$ cat config.mk
export PLATFORM = sky130hd
export DESIGN_NAME = ks_round_key_gen_flat
export DESIGN_NICKNAME = d
export VERILOG_FILES = /design/src/rtl/ks_round_key_gen_pkg.sv /design/src/rtl/ks_round_key_gen_if.sv /design/src/rtl/ks_round_key_gen_round_fn.sv /design/src/rtl/ks_round_key_gen.sv /design/src/flat_wrapper.sv
export SDC_FILE = /design/constraint.sdc
export NUM_CORES = 1
export LEC_CHECK = 0
export ABC_AREA = 1
export BUFFER_PORTS_ARGS = -buffer_cell sky130_fd_sc_hd__buf_2
export CAP_MARGIN = 20
export CORE_ASPECT_RATIO = 0.75
export CORE_MARGIN = 5
export CORE_UTILIZATION = 30
export DETAILED_ROUTE_END_ITERATION = 10
export GPL_TIMING_DRIVEN = 0
export PLACE_DENSITY_LB_ADDON = 0.2
export SYNTH_ARGS = -nofsm -noshare
export SYNTH_HDL_FRONTEND = slang
export SYNTH_SLANG_ARGS = --single-unit
$ cat constraint.sdc
create_clock -name clk -period 7.2 [get_ports clk]
set_input_delay 0.72 -clock clk [delete_from_list [all_inputs] [get_ports clk]]
set_output_delay 0.72 -clock clk [all_outputs]
set_load 0.01 [all_outputs]
$ cat src/rtl/ks_round_key_gen_pkg.sv
// Shared widths, state encoding and round-constant helper for the round-key generator.
package ks_round_key_gen_pkg;

  localparam int WORD_W = 32;
  localparam int KEY_W  = 128;
  localparam int NR_DEF = 32;
  localparam int IW_DEF = 6;
  localparam int ROT_A  = 13;
  localparam int ROT_B  = 23;

  typedef enum logic [1:0] {
    ST_IDLE = 2'd0,
    ST_PRE  = 2'd1,
    ST_RUN  = 2'd2,
    ST_FIN  = 2'd3
  } state_t;

  // Byte j of rc_i is ((4i+j)*7) mod 256; byte 0 is the most significant.
  function automatic logic [WORD_W-1:0] rc_word(input logic [7:0] idx);
    logic [WORD_W-1:0] w;
    logic [7:0]        b;
    w = '0;
    for (int j = 0; j < 4; j++) begin
      b = 8'({idx[5:0], 2'b00} + 8'(j));
      w = {w[WORD_W-9:0], 8'(b * 8'd7)};
    end
    return w;
  endfunction

endpackage

$ cat src/rtl/ks_round_key_gen_if.sv
// Key-stream bundle between the key-schedule stage and the round datapath.
interface ks_round_key_gen_if
  import ks_round_key_gen_pkg::*;
#(
  parameter int IW = IW_DEF
);
  logic              start;
  logic              dec;
  logic [0:KEY_W-1]  key_in;
  logic              busy;
  logic              rkey_valid;
  logic              rkey_ready;
  logic [0:WORD_W-1] rkey;
  logic [IW-1:0]     round_idx;
  logic              done;

  modport master (
    output start, dec, key_in, rkey_ready,
    input  busy, rkey_valid, rkey, round_idx, done
  );

  modport slave (
    input  start, dec, key_in, rkey_ready,
    output busy, rkey_valid, rkey, round_idx, done
  );
endinterface

$ cat src/rtl/ks_round_key_gen_round_fn.sv
// One key-schedule round: rk = K0 ^ L(K1^K2^K3^rc), L(t) = t ^ rotl(t,13) ^ rotl(t,23).
module ks_round_fn
  import ks_round_key_gen_pkg::*;
(
  input  logic [WORD_W-1:0] k0,
  input  logic [WORD_W-1:0] k1,
  input  logic [WORD_W-1:0] k2,
  input  logic [WORD_W-1:0] k3,
  input  logic [WORD_W-1:0] rc,
  output logic [WORD_W-1:0] rk
);
  logic [WORD_W-1:0] t;
  logic [WORD_W-1:0] t_ra;
  logic [WORD_W-1:0] t_rb;

  assign t    = k1 ^ k2 ^ k3 ^ rc;
  assign t_ra = {t[WORD_W-1-ROT_A:0], t[WORD_W-1:WORD_W-ROT_A]};
  assign t_rb = {t[WORD_W-1-ROT_B:0], t[WORD_W-1:WORD_W-ROT_B]};
  assign rk   = k0 ^ t ^ t_ra ^ t_rb;
endmodule

$ cat src/rtl/ks_round_key_gen.sv
// Iterative key schedule: loads a 128-bit key, streams NR round keys on valid/ready.
// Optional reverse (decrypt) order is compiled in with RKEY_REVERSE_EN.
//
// state | meaning
// IDLE  | waiting for start; key and counter load here
// PRE   | reverse only: precompute rk_0..rk_{NR-1} into the buffer
// RUN   | rkey_valid high, advance on each handshake
// FIN   | one-cycle done pulse, then back to IDLE
module ks_round_key_gen
  import ks_round_key_gen_pkg::*;
#(
  parameter int NR = NR_DEF,
  parameter int IW = IW_DEF
)(
  input  logic              clk,
  input  logic              rst,
  ks_round_key_gen_if.slave bus
);
  localparam logic [IW-1:0] LAST = IW'(NR - 1);

  state_t            state;
  logic [WORD_W-1:0] k0, k1, k2, k3;
  logic [WORD_W-1:0] rkey_q;
  logic [IW-1:0]     idx_q;
  logic              busy_q, valid_q, done_q;

  logic [WORD_W-1:0] nk0, nk1, nk2, nk3, nrc, rk_new;
  logic              hs;

  assign hs = valid_q & bus.rkey_ready;

`ifdef RKEY_REVERSE_EN
  localparam int BW = (NR > 2) ? $clog2(NR) : 1;
  logic              rev_q;
  logic [WORD_W-1:0] kbuf [NR];
  logic [IW-1:0]     idx_dn;
  assign idx_dn = idx_q - 1'b1;
`endif

  // The round function always sees the key set that the next registered rkey is built from.
  always_comb begin
    nk0 = k1;
    nk1 = k2;
    nk2 = k3;
    nk3 = rkey_q;
    nrc = rc_word(8'(idx_q) + 8'd1);
    if (state == ST_IDLE) begin
      nk0 = bus.key_in[0:31];
      nk1 = bus.key_in[32:63];
      nk2 = bus.key_in[64:95];
      nk3 = bus.key_in[96:127];
      nrc = rc_word(8'd0);
    end
`ifdef RKEY_REVERSE_EN
    else if (state == ST_PRE) begin
      nk0 = k0;
      nk1 = k1;
      nk2 = k2;
      nk3 = k3;
      nrc = rc_word(8'(idx_q));
    end
`endif
  end

  ks_round_fn u_round_fn (
    .k0 (nk0),
    .k1 (nk1),
    .k2 (nk2),
    .k3 (nk3),
    .rc (nrc),
    .rk (rk_new)
  );

  always_ff @(posedge clk) begin
    if (rst) begin
      state   <= ST_IDLE;
      k0      <= '0;
      k1      <= '0;
      k2      <= '0;
      k3      <= '0;
      rkey_q  <= '0;
      idx_q   <= '0;
      busy_q  <= 1'b0;
      valid_q <= 1'b0;
      done_q  <= 1'b0;
`ifdef RKEY_REVERSE_EN
      rev_q   <= 1'b0;
`endif
    end else begin
      case (state)
        ST_IDLE: begin
          done_q <= 1'b0;
          if (bus.start) begin
            k0     <= nk0;
            k1     <= nk1;
            k2     <= nk2;
            k3     <= nk3;
            idx_q  <= '0;
            busy_q <= 1'b1;
`ifdef RKEY_REVERSE_EN
            rev_q  <= bus.dec;
            if (bus.dec) begin
              state <= ST_PRE;
            end else begin
              rkey_q  <= rk_new;
              valid_q <= 1'b1;
              state   <= ST_RUN;
            end
`else
            rkey_q  <= rk_new;
            valid_q <= 1'b1;
            state   <= ST_RUN;
`endif
          end
        end
`ifdef RKEY_REVERSE_EN
        ST_PRE: begin
          kbuf[idx_q[BW-1:0]] <= rk_new;
          k0 <= k1;
          k1 <= k2;
          k2 <= k3;
          k3 <= rk_new;
          if (idx_q == LAST) begin
            rkey_q  <= rk_new;
            valid_q <= 1'b1;
            state   <= ST_RUN;
          end else begin
            idx_q <= idx_q + 1'b1;
          end
        end
`endif
        ST_RUN: begin
          if (hs) begin
`ifdef RKEY_REVERSE_EN
            if (rev_q ? (idx_q == '0) : (idx_q == LAST)) begin
`else
            if (idx_q == LAST) begin
`endif
              valid_q <= 1'b0;
              busy_q  <= 1'b0;
              done_q  <= 1'b1;
              state   <= ST_FIN;
            end
`ifdef RKEY_REVERSE_EN
            else if (rev_q) begin
              rkey_q <= kbuf[idx_dn[BW-1:0]];
              idx_q  <= idx_dn;
            end
`endif
            else begin
              k0     <= nk0;
              k1     <= nk1;
              k2     <= nk2;
              k3     <= nk3;
              rkey_q <= rk_new;
              idx_q  <= idx_q + 1'b1;
            end
          end
        end
        ST_FIN: begin
          done_q <= 1'b0;
          state  <= ST_IDLE;
        end
        default: state <= ST_IDLE;
      endcase
    end
  end

  assign bus.busy       = busy_q;
  assign bus.rkey_valid = valid_q;
  assign bus.rkey       = rkey_q;
  assign bus.round_idx  = idx_q;
  assign bus.done       = done_q;

endmodule

$ cat src/flat_wrapper.sv
// flat-port wrapper written by rule: the top's interface ports become plain ports
module ks_round_key_gen_flat import ks_round_key_gen_pkg::*;
#(
  parameter int NR = NR_DEF,
  parameter int IW = IW_DEF
)
  (clk, rst, bus_start, bus_dec, bus_key_in, bus_rkey_ready, bus_busy, bus_rkey_valid, bus_rkey, bus_round_idx, bus_done);
  ks_round_key_gen_if #(.IW(IW)) bus_i ();
  input  logic clk;
  input  logic rst;
  input wire logic [$bits(bus_i.start)-1:0] bus_start;
  input wire logic [$bits(bus_i.dec)-1:0] bus_dec;
  input wire logic [$bits(bus_i.key_in)-1:0] bus_key_in;
  input wire logic [$bits(bus_i.rkey_ready)-1:0] bus_rkey_ready;
  output wire logic [$bits(bus_i.busy)-1:0] bus_busy;
  output wire logic [$bits(bus_i.rkey_valid)-1:0] bus_rkey_valid;
  output wire logic [$bits(bus_i.rkey)-1:0] bus_rkey;
  output wire logic [$bits(bus_i.round_idx)-1:0] bus_round_idx;
  output wire logic [$bits(bus_i.done)-1:0] bus_done;
  assign bus_i.start = bus_start;
  assign bus_i.dec = bus_dec;
  assign bus_i.key_in = bus_key_in;
  assign bus_i.rkey_ready = bus_rkey_ready;
  assign bus_busy = bus_i.busy;
  assign bus_rkey_valid = bus_i.rkey_valid;
  assign bus_rkey = bus_i.rkey;
  assign bus_round_idx = bus_i.round_idx;
  assign bus_done = bus_i.done;
  ks_round_key_gen #(.NR(NR), .IW(IW)) u_core (.clk(clk), .rst(rst), .bus(bus_i));
endmodule
-- Word level (Yosys, flattened, before mapping)
Index checks and enable logic that the tools add are counted.
- register bits: 138
- input bits: 133
- add/subtract/negate cells: 5
- $mul: 4
- equal/unequal tests: 7
- muxes and demuxes: 36
- bitwise operators: 7
- reductions and logical operators: 8
- operator list (kind ; count):
    32-bit 2-to-1 mux ; 17
    32-bit case mux with 2 select lines ; 4
    32-bit XOR ; 6
    8-bit by 3-bit multiplier with 8-bit output (second input constant) ; 3
    6-bit 2-to-1 mux ; 3
    8-bit by 2-bit adder with 8-bit output (second input constant) ; 2
    6-bit by 1-bit adder with 6-bit output (second input constant) ; 2
    6-bit case mux with 2 select lines ; 1
    8-bit by 1-bit adder with 8-bit output (second input constant) ; 1
    4-bit AND reduction ; 2
    6-bit by 5-bit == test with 1-bit output (second input constant) ; 1
    6-bit by 3-bit multiplier with 6-bit output (second input constant) ; 1
    2-bit 2-to-1 mux ; 3
    3-bit AND reduction ; 2
    1-bit 2-to-1 mux ; 5
    2-bit == test (second input constant) ; 2
    2-bit by 1-bit inequality test with 1-bit output (second input constant) ; 2
    2-bit inequality test (second input constant) ; 2
    1-bit case mux with 2 select lines ; 2
    2-bit case mux with 2 select lines ; 1
    2-bit nonzero test ; 2
    2-bit logical NOT ; 1
    2-bit OR reduction ; 1
    1-bit bitwise AND ; 1

-- Depth between registers and ports, before layout
Gate-level depths: netlist (run 1).
- depth in word-level cells: 11
- mapped depth: 24
- gate-level depth less buffers: 22

-- Cells and area by module
From an unflattened synthesis (run 1), not the netlist that was laid out.
- cells, all modules: 2081
- area, all modules: 11318.4 µm²
- modules (own cells, without submodules) (module ; instances ; cells each ; area an instance (µm²) ; seq. area each (µm²)):
    ks_round_key_gen ; 1 ; 1086 ; 7195.7 ; 2762.6
    ks_round_fn ; 1 ; 995 ; 4122.7 ; 0.0

-- Worst setup path after synthesis (run 1)
OpenSTA, ideal clock, no wires.
- path kind: register to register
- from: register u_core.idx_q[0], in the netlist u_core.bus.round_idx[0]
- to: register u_core.rkey_q[10], in the netlist u_core.bus.rkey[21]
- library setup time: 109 ps
- data arrival time: 3526 ps
- setup slack: 3566 ps
- cell stages (with the launch flop): 15
- period minus slack after synthesis: 3634 ps
- path through: dfxtp_1 > clkbuf_1 > inv_1 > ha_1 > xnor2_1 > fa_1 > ha_1 > fa_1 > nand2_1 > o21ai_0 > xnor2_2 > xor2_1 > xnor2_1 > a21o_1 > inv_1
- longest elaborated chain between the ends: 11
- RTL lines (element ; RTL line ; text):
    start, declared ; ks_round_key_gen.sv:24 ; logic [IW-1:0] idx_q;
    start signal, assigned ; ks_round_key_gen.sv:156 ; idx_q <= idx_q + 1'b1;
    6-bit by 1-bit adder with 6-bit output ; ks_round_key_gen.sv:46 ; nrc = rc_word(8'(idx_q) + 8'd1);
    8-bit by 2-bit adder with 8-bit output ; ks_round_key_gen_pkg.sv:24 ; b = 8'({idx[5:0], 2'b00} + 8'(j));
    8-bit by 3-bit multiplier with 8-bit output ; ks_round_key_gen_pkg.sv:25 ; w = {w[WORD_W-9:0], 8'(b * 8'd7)};
    32-bit 2-to-1 mux ; ks_round_key_gen.sv:47 ; if (state == ST_IDLE) begin
    32-bit XOR ; ks_round_key_gen_round_fn.sv:16 ; assign t = k1 ^ k2 ^ k3 ^ rc;
    32-bit XOR (3 in a row) ; ks_round_key_gen_round_fn.sv:19 ; assign rk = k0 ^ t ^ t_ra ^ t_rb;
    32-bit 2-to-1 mux ; ks_round_key_gen.sv:137 ; if (idx_q == LAST) begin
    32-bit 2-to-1 mux ; ks_round_key_gen.sv:133 ; if (hs) begin
    32-bit case mux with 2 select lines ; ks_round_key_gen.sv:90 ; case (state)
    end signal, assigned ; ks_round_key_gen.sv:110 ; rkey_q <= rk_new;
    end signal, assigned ; ks_round_key_gen.sv:155 ; rkey_q <= rk_new;
    end, declared ; ks_round_key_gen.sv:23 ; logic [WORD_W-1:0] rkey_q;
Several ways; a longest one is shown, not always the timed one. The select of a mux whose other input is x is not followed.
A chain may end at the register's enable or synchronous reset.

-- Worst setup path after layout (run 1)
- from: register u_core.idx_q[0], in the netlist u_core.bus.round_idx[0]
- to: register u_core.rkey_q[20], in the netlist u_core.bus.rkey[11]
- longest elaborated chain between the ends: 11
- RTL lines (element ; RTL line):
    6-bit by 1-bit adder with 6-bit output ; ks_round_key_gen.sv:46
    8-bit by 1-bit adder with 8-bit output ; ks_round_key_gen_pkg.sv:24
    8-bit by 3-bit multiplier with 8-bit output ; ks_round_key_gen_pkg.sv:25
    32-bit 2-to-1 mux ; ks_round_key_gen.sv:47
    32-bit XOR ; ks_round_key_gen_round_fn.sv:16
    32-bit XOR (3 in a row) ; ks_round_key_gen_round_fn.sv:19
    32-bit 2-to-1 mux ; ks_round_key_gen.sv:137
    32-bit 2-to-1 mux ; ks_round_key_gen.sv:133
    32-bit case mux with 2 select lines ; ks_round_key_gen.sv:90
Several ways; a longest one is shown, not always the timed one. The select of a mux whose other input is x is not followed.

==> reports/qor.csv, run 1 <==
metric,value,unit
family with the most delay on the worst path,adder cells,
DR vias/cell,5.00,
Synth area leaders,"dfxtp_1 28%, nand2_1 17%, inv_1 7.4%, xor2_1 5.6%, o211a_1 5.4%",
Pins Over Slew Limit,0,
met1 Track Usage GR,34.9,%
initial core utilization,30.6,%
CP dominant cell by count,nand2_1,
slew margin rel.,26.9,%
Hold WC Path Type,reg2reg,
CTS Buffer Depth,2,
actual slew at the worst max-slew pin,1100,ps
CTS HTree Levels,4,
Max Cap Violations,0,
clk root buf,clkbuf_16,
final wirelength,46.6,mm
CP Depth,18,
endpoint class of the critical path,flip-flop,
top post-synthesis cells by count,"450 x nand2_1, 196 x inv_1, 138 x dfxtp_1",
fraction of layout cells with a size suffix above 1,18.1,%
"Most Used Layer, Global Route",met2,
Fmax,206,MHz
Die X,220,µm
R2R depth,18,
Max Clock Skew,14.5,ps
Final Hold Vio Count,0,
vias in the first global route,9886,
DRC,0,
hold buffer count at CTS,0,
Post-Syn Nets,1637,
fillcell total,3558,
Clock transition at path regs,80,ps
clock latency on the worst-skew pair,450,ps
Post-synth ARST share,0,%
Mapped Cells,1488,
Core Area,32500,µm²
"Req. time, crit path",7550,ps
drt pass-1 iters,5,
syn avg cell area,6.68,µm²
Worst Path Max Fanout,7,
first-pass GRT wire length,65.6,mm
met3 Use GR,9.22,%
CTS Sinks,138,
post-synthesis compound-gate area fraction,18.6,%
met2 Usage GRT,35.8,%
antenna cells,0,
"Remaining Overflow, GRT",0,
Cell Rows,57,
Synth cell types,38,
worst path bufs/invs,4,
# setup viols final,0,
CTS tree,built,
critical path arrival,5190,ps
PortBufs,171,
number of gates resized after CTS,0,
io pins,174,
fin crit share,67.3,%
post-synthesis mux area share,2.22,%
Setup CP Type,reg2reg,
largest net degree at the start of global routing,17,
setup bufs post-CTS,0,
crit start category,flip-flop,
antenna violations before repair,0,
most frequent cell after synthesis,nand2_1,
Simple-Gate Fraction of Synth Area,27.2,%
fin crit period,4840,ps
largest family of logic cells by synthesized area,simple AND/OR/NAND/NOR gates,
RSZ-0062 raised after global routing,false,
Layout area overhead,20.2,%
Worst path max stage delay,630,ps
gp weighted congestion,0.930,
"Seq/Total Area, Yosys",27.8,%
die height,168,µm
Yosys reg bits,138,
Total GRT Usage,24.7,%
top_reg_cell synth,dfxtp_1,
Fin Setup TNS,0,ps
CP cell instances,clkbuf_1 -> inv_1 -> ha_1 -> xnor2_1 -> fa_1 -> fa_1 -> nand2_1 -> o21ai_1 -> xor2_1 -> nand2_1 -> nand2_1 -> nand2_1 -> nand2_1 -> inv_1 -> nand3_1 -> nand3_1 -> nand2_1 -> inv_1,
die area,36900,µm²
total CTS buffers,17,
routed via count,10700,
status,completed,
slowest CP cell,xor2_1,
adder-cell share of the synthesized area,2.24,%
Starting DRT DRC Count,1226,
ANT nets after route,0,
count of flip-flops with a built-in enable after synthesis,0,
placed wire-length estimate,35.5,mm
post-synth top area share,27.8,%
"area leader, netlist",dfxtp_1,
drt wl/cell,21.8,µm
hold path depth,2,
Synth Warn #,0,
XOR/XNOR Fraction of Synth Area,10.3,%
synthesized area,9940,µm²
Nets,1827,
==> state kept, by name, summed over array words and instances (netlist names) <==
register,cells
u_core.k3,32
u_core.bus.done,1
u_core.k1,32
u_core.state,2
u_core.bus.round_idx,6
u_core.bus.rkey,32
u_core.k2,32
u_core.bus.busy,1
==> worst min-delay path, stage by stage (launching register included) <==
cell and delay [ps]:
dfxtp_1 300, inv_1 60, a21oi_1 50
==> per-layer routing <==
layer / up-vias / wire, µm
li1: 5143 / -
met1: 4955 / 20800
met2: 518 / 19300
met3: 52 / 5660
met4: 0 / 814
met5: - / 0
==> worst paths after layout <==
| path | to | slack (ps) | start |
|---|---|---|---|
| max | u_core.bus.rkey[11]$_SDFFE_PP0P_ | 2360 | u_core.bus.round_idx[0]$_SDFFE_PP0P_ |
| min | u_core.k1[19]$_SDFFE_PP0P_ | 450 | u_core.k1[19]$_SDFFE_PP0P_ |
| max reg2reg | u_core.bus.rkey[11]$_SDFFE_PP0P_ | 2360 | u_core.bus.round_idx[0]$_SDFFE_PP0P_ |
| min reg2reg | u_core.k1[19]$_SDFFE_PP0P_ | 450 | u_core.k1[19]$_SDFFE_PP0P_ |
==> final cells by class <==
class | count | area [µm²] | area share [%]
clock inverters | 14 | 160 | 1.34
inverters | 199 | 747 | 6.25
clock buffers | 18 | 439 | 3.68
multi-input cells | 1076 | 6020 | 50.4
well taps | 442 | 553 | 4.63
plain buffers | 75 | 407 | 3.40
flip-flops and latches | 138 | 2760 | 23.1
repair buffers | 171 | 856 | 7.16
==> logic make-up (layout without fill, tap and decap cells) <==
group | count (synthesis) | in the layout
simple gates | 636 | 636
compound gates | 293 | 293
buf+inv | 274 | 477
flops | 138 | 138
xor+xnor | 109 | 109
mux | 22 | 22
fa+ha+maj | 16 | 16
==> per-stage QoR <==
step | worst slack, ps | instances | instance area [µm²] | util, % | hold slack, ps
after floorplan | 3570 | 1488 | 9940 | - | 421
after global placement | 2490 | 2101 | 11300 | 34.9 | 435
after detailed placement | 2510 | 2101 | 11300 | 34.9 | 442
after CTS | 2460 | 2133 | 11900 | 36.7 | 451
after global routing | 2030 | 2133 | 11900 | 36.7 | 475
final | 2360 | 2133 | 11900 | 36.7 | 450
==> cell usage in the layout (no fill, tap or decap), types with 38 or more instances in the layout <==
cell type	instances
nand3_1	98
xor2_1	63
xnor2_1	38
inv_1	196
o211a_1	54
dfxtp_1	138
nand2_1	450
a21oi_1	70
or2_2	40
o21ai_0	108
buf_2	196
Power of run 1 is not shown: default switching activity piles up to over one toggle a cycle in this logic, so the estimate is an artifact.
==> run 2: changes to the inputs <==
--- a/config.mk
+++ b/config.mk
@@ -5,7 +5,7 @@
 export SDC_FILE = /design/constraint.sdc
 export NUM_CORES = 1
 export LEC_CHECK = 0
-export ABC_AREA = 1
+export ABC_AREA = 0
 export BUFFER_PORTS_ARGS = -buffer_cell sky130_fd_sc_hd__buf_2
 export CAP_MARGIN = 20
 export CORE_ASPECT_RATIO = 0.75
==> constraint.sdc (replaced) <==
create_clock -name clk -period 5 [get_ports clk]
set_input_delay 0.5 -clock clk [delete_from_list [all_inputs] [get_ports clk]]
set_output_delay 0.5 -clock clk [all_outputs]
set_load 0.01 [all_outputs]
==> run 2 against run 1 <==
Net effect: highest routed layer unchanged; maximum frequency up 1.4%; via count down 14%; setup slack got worse by 2100 ps; synthesized area decreased by 0.19%; wire length shrank 3.6%; global-route usage is 0.96 points lower; worst hold slack worse by 84 ps; largest cell class unchanged; clock skew decreased by 2.8 ps; critical path depth fell by 4; clock-buffer cell count grew 3; utilization is 0.33 points higher; critical endpoint is now u_core.bus.rkey[21]$_SDFFE_PP0P_.
==> reports/qor.csv, run 2 <==
metric,value,unit
CTS Sinks,138,
# setup viols final,0,
Simple-Gate Fraction of Synth Area,11.1,%
Hold WC Path Type,in2reg,
CTS Buffer Depth,2,
"Remaining Overflow, GRT",0,
"Seq/Total Area, Yosys",27.9,%
adder-cell share of the synthesized area,2.25,%
post-synthesis compound-gate area fraction,14.8,%
first-pass GRT wire length,62.4,mm
endpoint class of the critical path,flip-flop,
routed via count,9130,
drt wl/cell,25.8,µm
post-synthesis mux area share,13.9,%
hold buffer count at CTS,0,
PortBufs,172,
FF/Latch Area,2760,µm²
actual slew at the worst max-slew pin,1200,ps
Mapped Cells,1093,
crit start category,flip-flop,
fin crit share,95.6,%
setup bufs post-CTS,0,
pre-CTS WS,-1130,ps
Yosys reg bits,138,
Synth area leaders,"dfxtp_1 28%, xnor2_1 14%, mux2i_1 13%, a211oi_1 7.9%, nor2_1 5.7%",
XOR/XNOR Fraction of Synth Area,26.4,%
Layout area overhead,21.5,%
RSZ-0062 raised after global routing,false,
placed wire-length estimate,34.3,mm
most frequent cells in the layout,"181 x buf_2, 154 x xnor2_1, 150 x nor2_1, 137 x dfxtp_1, 131 x mux2i_1",
"area leader, netlist",dfxtp_1,
top_reg_cell synth,dfxtp_1,
Final Hold Vio Count,0,
die height,167,µm
io pins,174,
Worst Path Max Fanout,10,
status,completed,
slew margin rel.,19.7,%
count of flip-flops with a built-in enable after synthesis,0,
largest family of logic cells by synthesized area,XOR/XNOR gates,
synthesized area,9920,µm²
pwr/cell area,560,nW/µm²
Pins Over Slew Limit,0,
fin crit period,4780,ps
ANT nets after route,0,
CTS tree,built,
Max Cap Violations,0,
antenna violations before repair,0,
clock latency on the worst-skew pair,460,ps
initial core utilization,30.5,%
fillcell total,3375,
die area,36800,µm²
clk root buf,clkbuf_16,
Synth cell types,49,
"Most Used Layer, Global Route",met1,
peak supply drop,215,µV
Clock transition at path regs,70,ps
Nets,1435,
Post-synth ARST share,0,%
met2 Usage GRT,33.8,%
top post-synthesis cells by count,"156 x xnor2_1, 150 x nor2_1, 138 x dfxtp_1",
Post-Syn Nets,1242,
met1 Track Usage GR,35.0,%
DR vias/cell,5.24,
Starting DRT DRC Count,964,
Synth Warn #,0,
antenna cells,0,
fraction of layout cells with a size suffix above 1,18.1,%
drt pass-1 iters,5,
gp weighted congestion,0.953,
Die X,220,µm
area taken by multi-input logic gates,6840,µm²
critical path arrival,5160,ps
total CTS buffers,17,
largest net degree at the start of global routing,17,
"Req. time, crit path",5380,ps
DRC,0,
CTS HTree Levels,4,
Pwr Total,6.75,mW
"most common cell after layout, fill and taps aside",buf_2,
met3 Use GR,8.03,%
Core Area,32500,µm²
syn avg cell area,9.07,µm²
hold_ws,367,ps
vias in the first global route,8728,
Total GRT Usage,23.7,%
Leak Pwr,5.37,nW
post-synth top area share,27.9,%
Max Clock Skew,11.7,ps
Cell Rows,57,
final wirelength,44.9,mm
Fmax,209,MHz
most frequent cell after synthesis,xnor2_1,
Setup WS post-layout,221,ps
Setup CP Type,reg2reg,
==> run 2: layer usage <==
metal	vias up	wire, µm
met3	36	4840
li1	4229	-
met2	469	18600
met5	-	0
met1	4396	21000
met4	0	490
==> run 2: logic make-up after synthesis <==
group / Yosys count
DFF: 138
and+or+nand+nor: 254
muxes: 137
xor gates and xnor gates: 249
AOI/OAI and AO/OA: 208
buffers and inverters: 91
adders and majority gates: 16
==> run 2: path summary, 6_finish.rpt <==
kind,from,endpoint,slack [ps],depth (start not counted)
setup / recovery,u_core.bus.round_idx[0]$_SDFFE_PP0P_,u_core.bus.rkey[21]$_SDFFE_PP0P_,220,14
hold / removal,bus_key_in[44],u_core.k2[12]$_SDFFE_PP0P_,370,3
setup reg to reg,u_core.bus.round_idx[0]$_SDFFE_PP0P_,u_core.bus.rkey[21]$_SDFFE_PP0P_,220,14
hold reg to reg,u_core.bus.done$_SDFFE_PP0P_,u_core.bus.done$_SDFFE_PP0P_,480,2
==> run 2: worst max-delay path: stages, from the launching register on <==
cell	delay, ps
dfxtp_2	460
clkbuf_4	360
inv_1	180
ha_4	460
xnor2_4	200
fa_1	560
ha_1	260
fa_1	600
xor2_1	200
xnor2_1	130
o21ai_1	410
xnor2_1	160
xnor2_1	430
nand2_1	100
a21oi_1	170
==> run 2: final cells by class <==
cell class	count	share of cell area (%)
repair buffers	175	7.52
well taps	442	4.59
clock inverters	11	1.40
clock buffers	21	3.82
flip-flops and latches	138	22.9
inverters	10	0.311
multi-input cells	864	56.7
plain buffers	80	2.71
==> run 2: timing repair <==
| item | in CTS | in global routing |
|---|---|---|
| gates resized for setup | 9 | 3 |
| hold endpoints to repair | 0 | 0 |
| endpoints found under the setup margin | 28 | 12 |
| pin swaps | 0 | 1 |
==> run 2: report_power, final <==
part           total, mW  internal (mW)  switching [mW]
sequential          1.76           1.39           0.365
clock               1.40          0.860           0.544
combinational       3.59           1.54            2.05
total               6.75           3.79            2.96
==> run 2: per-stage QoR <==
step           instances  setup TNS [ps]  utilization (%)  area (µm²)
5_1_grt             1741               0             37.1       12100
4_1_cts             1741               0             37.0       12000
6_report            1741               0             37.1       12100
3_3_place_gp        1707          -19230             34.8       11300
3_5_place_dp        1710          -19770             35.0       11400
2_1_floorplan       1093               0                -        9920
Note: power is estimated with default switching activity, not from simulation.
==> run 3: changes to the inputs <==
--- a/config.mk
+++ b/config.mk
@@ -14,6 +14,7 @@
 export DETAILED_ROUTE_END_ITERATION = 10
 export GPL_TIMING_DRIVEN = 0
 export PLACE_DENSITY_LB_ADDON = 0.2
+export RECOVER_POWER = 25
 export SYNTH_ARGS = -nofsm -noshare
 export SYNTH_HDL_FRONTEND = slang
 export SYNTH_SLANG_ARGS = --single-unit
==> run 3 against run 2 <==
Net effect: clock-buffer cell count did not move; maximum frequency shrank 2.1%; register-to-register slack worse by 100 ps; clock power barely moved; worst hold slack got worse by 8.4 ps; combinational power about the same; critical endpoint is now u_core.k3[18]$_SDFFE_PP0P_; flip-flop and latch count unchanged; global-route usage did not move; final cell count unchanged.
==> reports/qor.csv, run 3 (same netlist as run 2, synthesis figures left out) <==
metric,value,unit
final wirelength,44.9,mm
CP cell instances,inv_1 -> ha_1 -> buf_2 -> inv_1 -> buf_2 -> clkbuf_1 -> nor2_1 -> a211oi_2 -> clkbuf_1 -> clkbuf_1 -> a211oi_1,
area taken by multi-input logic gates,6840,µm²
actual slew at the worst max-slew pin,1200,ps
total CTS buffers,17,
met2 routed wirelength,18.4,mm
critical path arrival,5170,ps
DRC,0,
Final Hold Vio Count,0,
Nets,1435,
pwr/cell area,560,nW/µm²
CTS Buffer Depth,2,
FF/Latch Area,2760,µm²
gp weighted congestion,0.953,
DP Area,11400,µm²
drt pass-1 iters,6,
Worst path max stage delay,830,ps
hold buffer count at CTS,0,
met3 WL,5.00,mm
CTS Sinks,138,
Max Clock Skew,10.2,ps
# setup viols final,0,
fin crit share,97.6,%
die height,167,µm
endpoint class of the critical path,flip-flop,
ANT nets after route,0,
hold_ws,358,ps
Die X,220,µm
family with the most delay on the worst path,buffers and inverters,
fillcell total,3392,
cell area after layout,12000,µm²
slew margin rel.,20.0,%
CP dominant cell by count,clkbuf_1,
antenna violations before repair,0,
clock latency on the worst-skew pair,460,ps
CTS HTree Levels,4,
Pwr Total,6.72,mW
peak supply drop,216,µV
R2R Path Start,u_core.state[0]$_SDFFE_PP0P_,
Leak Pwr,5.21,nW
pre-CTS WS,-1130,ps
Setup CP Type,reg2reg,
PortBufs,172,
most frequent cells in the layout,"154 x xnor2_1, 150 x nor2_1, 141 x buf_2, 137 x dfxtp_1, 131 x mux2i_1",
Fmax,205,MHz
Pins Over Slew Limit,0,
"non-filler cells, final",1741,
CP Launch Point,u_core.state[0]$_SDFFE_PP0P_,
Starting DRT DRC Count,1060,
hold_sp,bus_key_in[44],
RSZ-0062 raised after global routing,false,
Top Metal Used,met4,
die area,36800,µm²
drt wl/cell,25.8,µm
status,completed,
"Req. time, crit path",5290,ps
antenna cells,0,
slowest CP cell,clkbuf_1,
routed via count,9143,
Clock transition at path regs,60,ps
Hold WC Path Type,in2reg,
Layout area overhead,21.0,%
placed insts,1710,
Final Util,36.9,%
io pins,174,
fin crit period,4880,ps
Setup WS post-layout,121,ps
crit start category,flip-flop,
placed wire-length estimate,34.3,mm
vias in the first global route,8728,
Max Cap Violations,0,
clk root buf,clkbuf_16,
Total GRT Usage,23.7,%
largest net degree at the start of global routing,17,
met1 wire length,20.8,mm
DR vias/cell,5.25,
Worst Path Max Fanout,10,
Cell Rows,57,
fraction of layout cells with a size suffix above 1,15.0,%
"Remaining Overflow, GRT",0,
first-pass GRT wire length,62.4,mm
initial core utilization,30.5,%
CTS tree,built,
"most common cell after layout, fill and taps aside",xnor2_1,
Fin Setup TNS,0,ps
worst path bufs/invs,7,
Core Area,32500,µm²
[run 3: cell types whose count changed in the layout (fill, tap and decap cells not counted), sizes merged]
| cell | before | now |
|---|---|---|
| clkbuf | 84 | 125 |
| buf | 192 | 151 |
[run 3: power by group]
part,internal (mW),switching [mW],total (mW),leakage [nW]
sequential,1.39,0.365,1.76,1.14
combinational,1.51,2.06,3.56,3.77
clock,0.860,0.544,1.40,0.307
total,3.76,2.96,6.72,5.21
[run 3: routing by layer]
metal | GRT usage [%] | vias up
met5 | 0 | -
met2 | 33.8 | 473
met3 | 8.03 | 47
li1 | - | 4220
met4 | 4.29 | 0
met1 | 35.0 | 4403
[run 3: repair_timing]
action                                  CTS  global route
endpoints found under the setup margin   28            12
pin swaps                                 0             1
setup buffers                             0             0
gates resized for setup                   9             3
[run 3: final timing paths]
check	to	slack [ps]	depth (start not counted)
setup / recovery	u_core.k3[18]$_SDFFE_PP0P_	120	11
hold / removal	u_core.k2[12]$_SDFFE_PP0P_	360	3
setup reg to reg	u_core.k3[18]$_SDFFE_PP0P_	120	11
hold reg to reg	u_core.bus.done$_SDFFE_PP0P_	480	2
[run 3: layout make-up]
type	count	area share, %
buffer	80	2.71
clock buffer	21	3.84
timing repair buffer	175	7.14
sequential	138	23.0
multi-input combinational	864	57.0
clock inverter	11	1.41
tap	442	4.61
inverter	10	0.313
[run 3: worst reg2reg max path, stage by stage (launching register included)]
cell	delay (ps)
dfxtp_1	310
inv_1	60
ha_1	190
buf_2	190
inv_1	240
buf_2	410
clkbuf_1	830
nor2_1	240
a211oi_2	680
clkbuf_1	680
clkbuf_1	730
a211oi_1	180
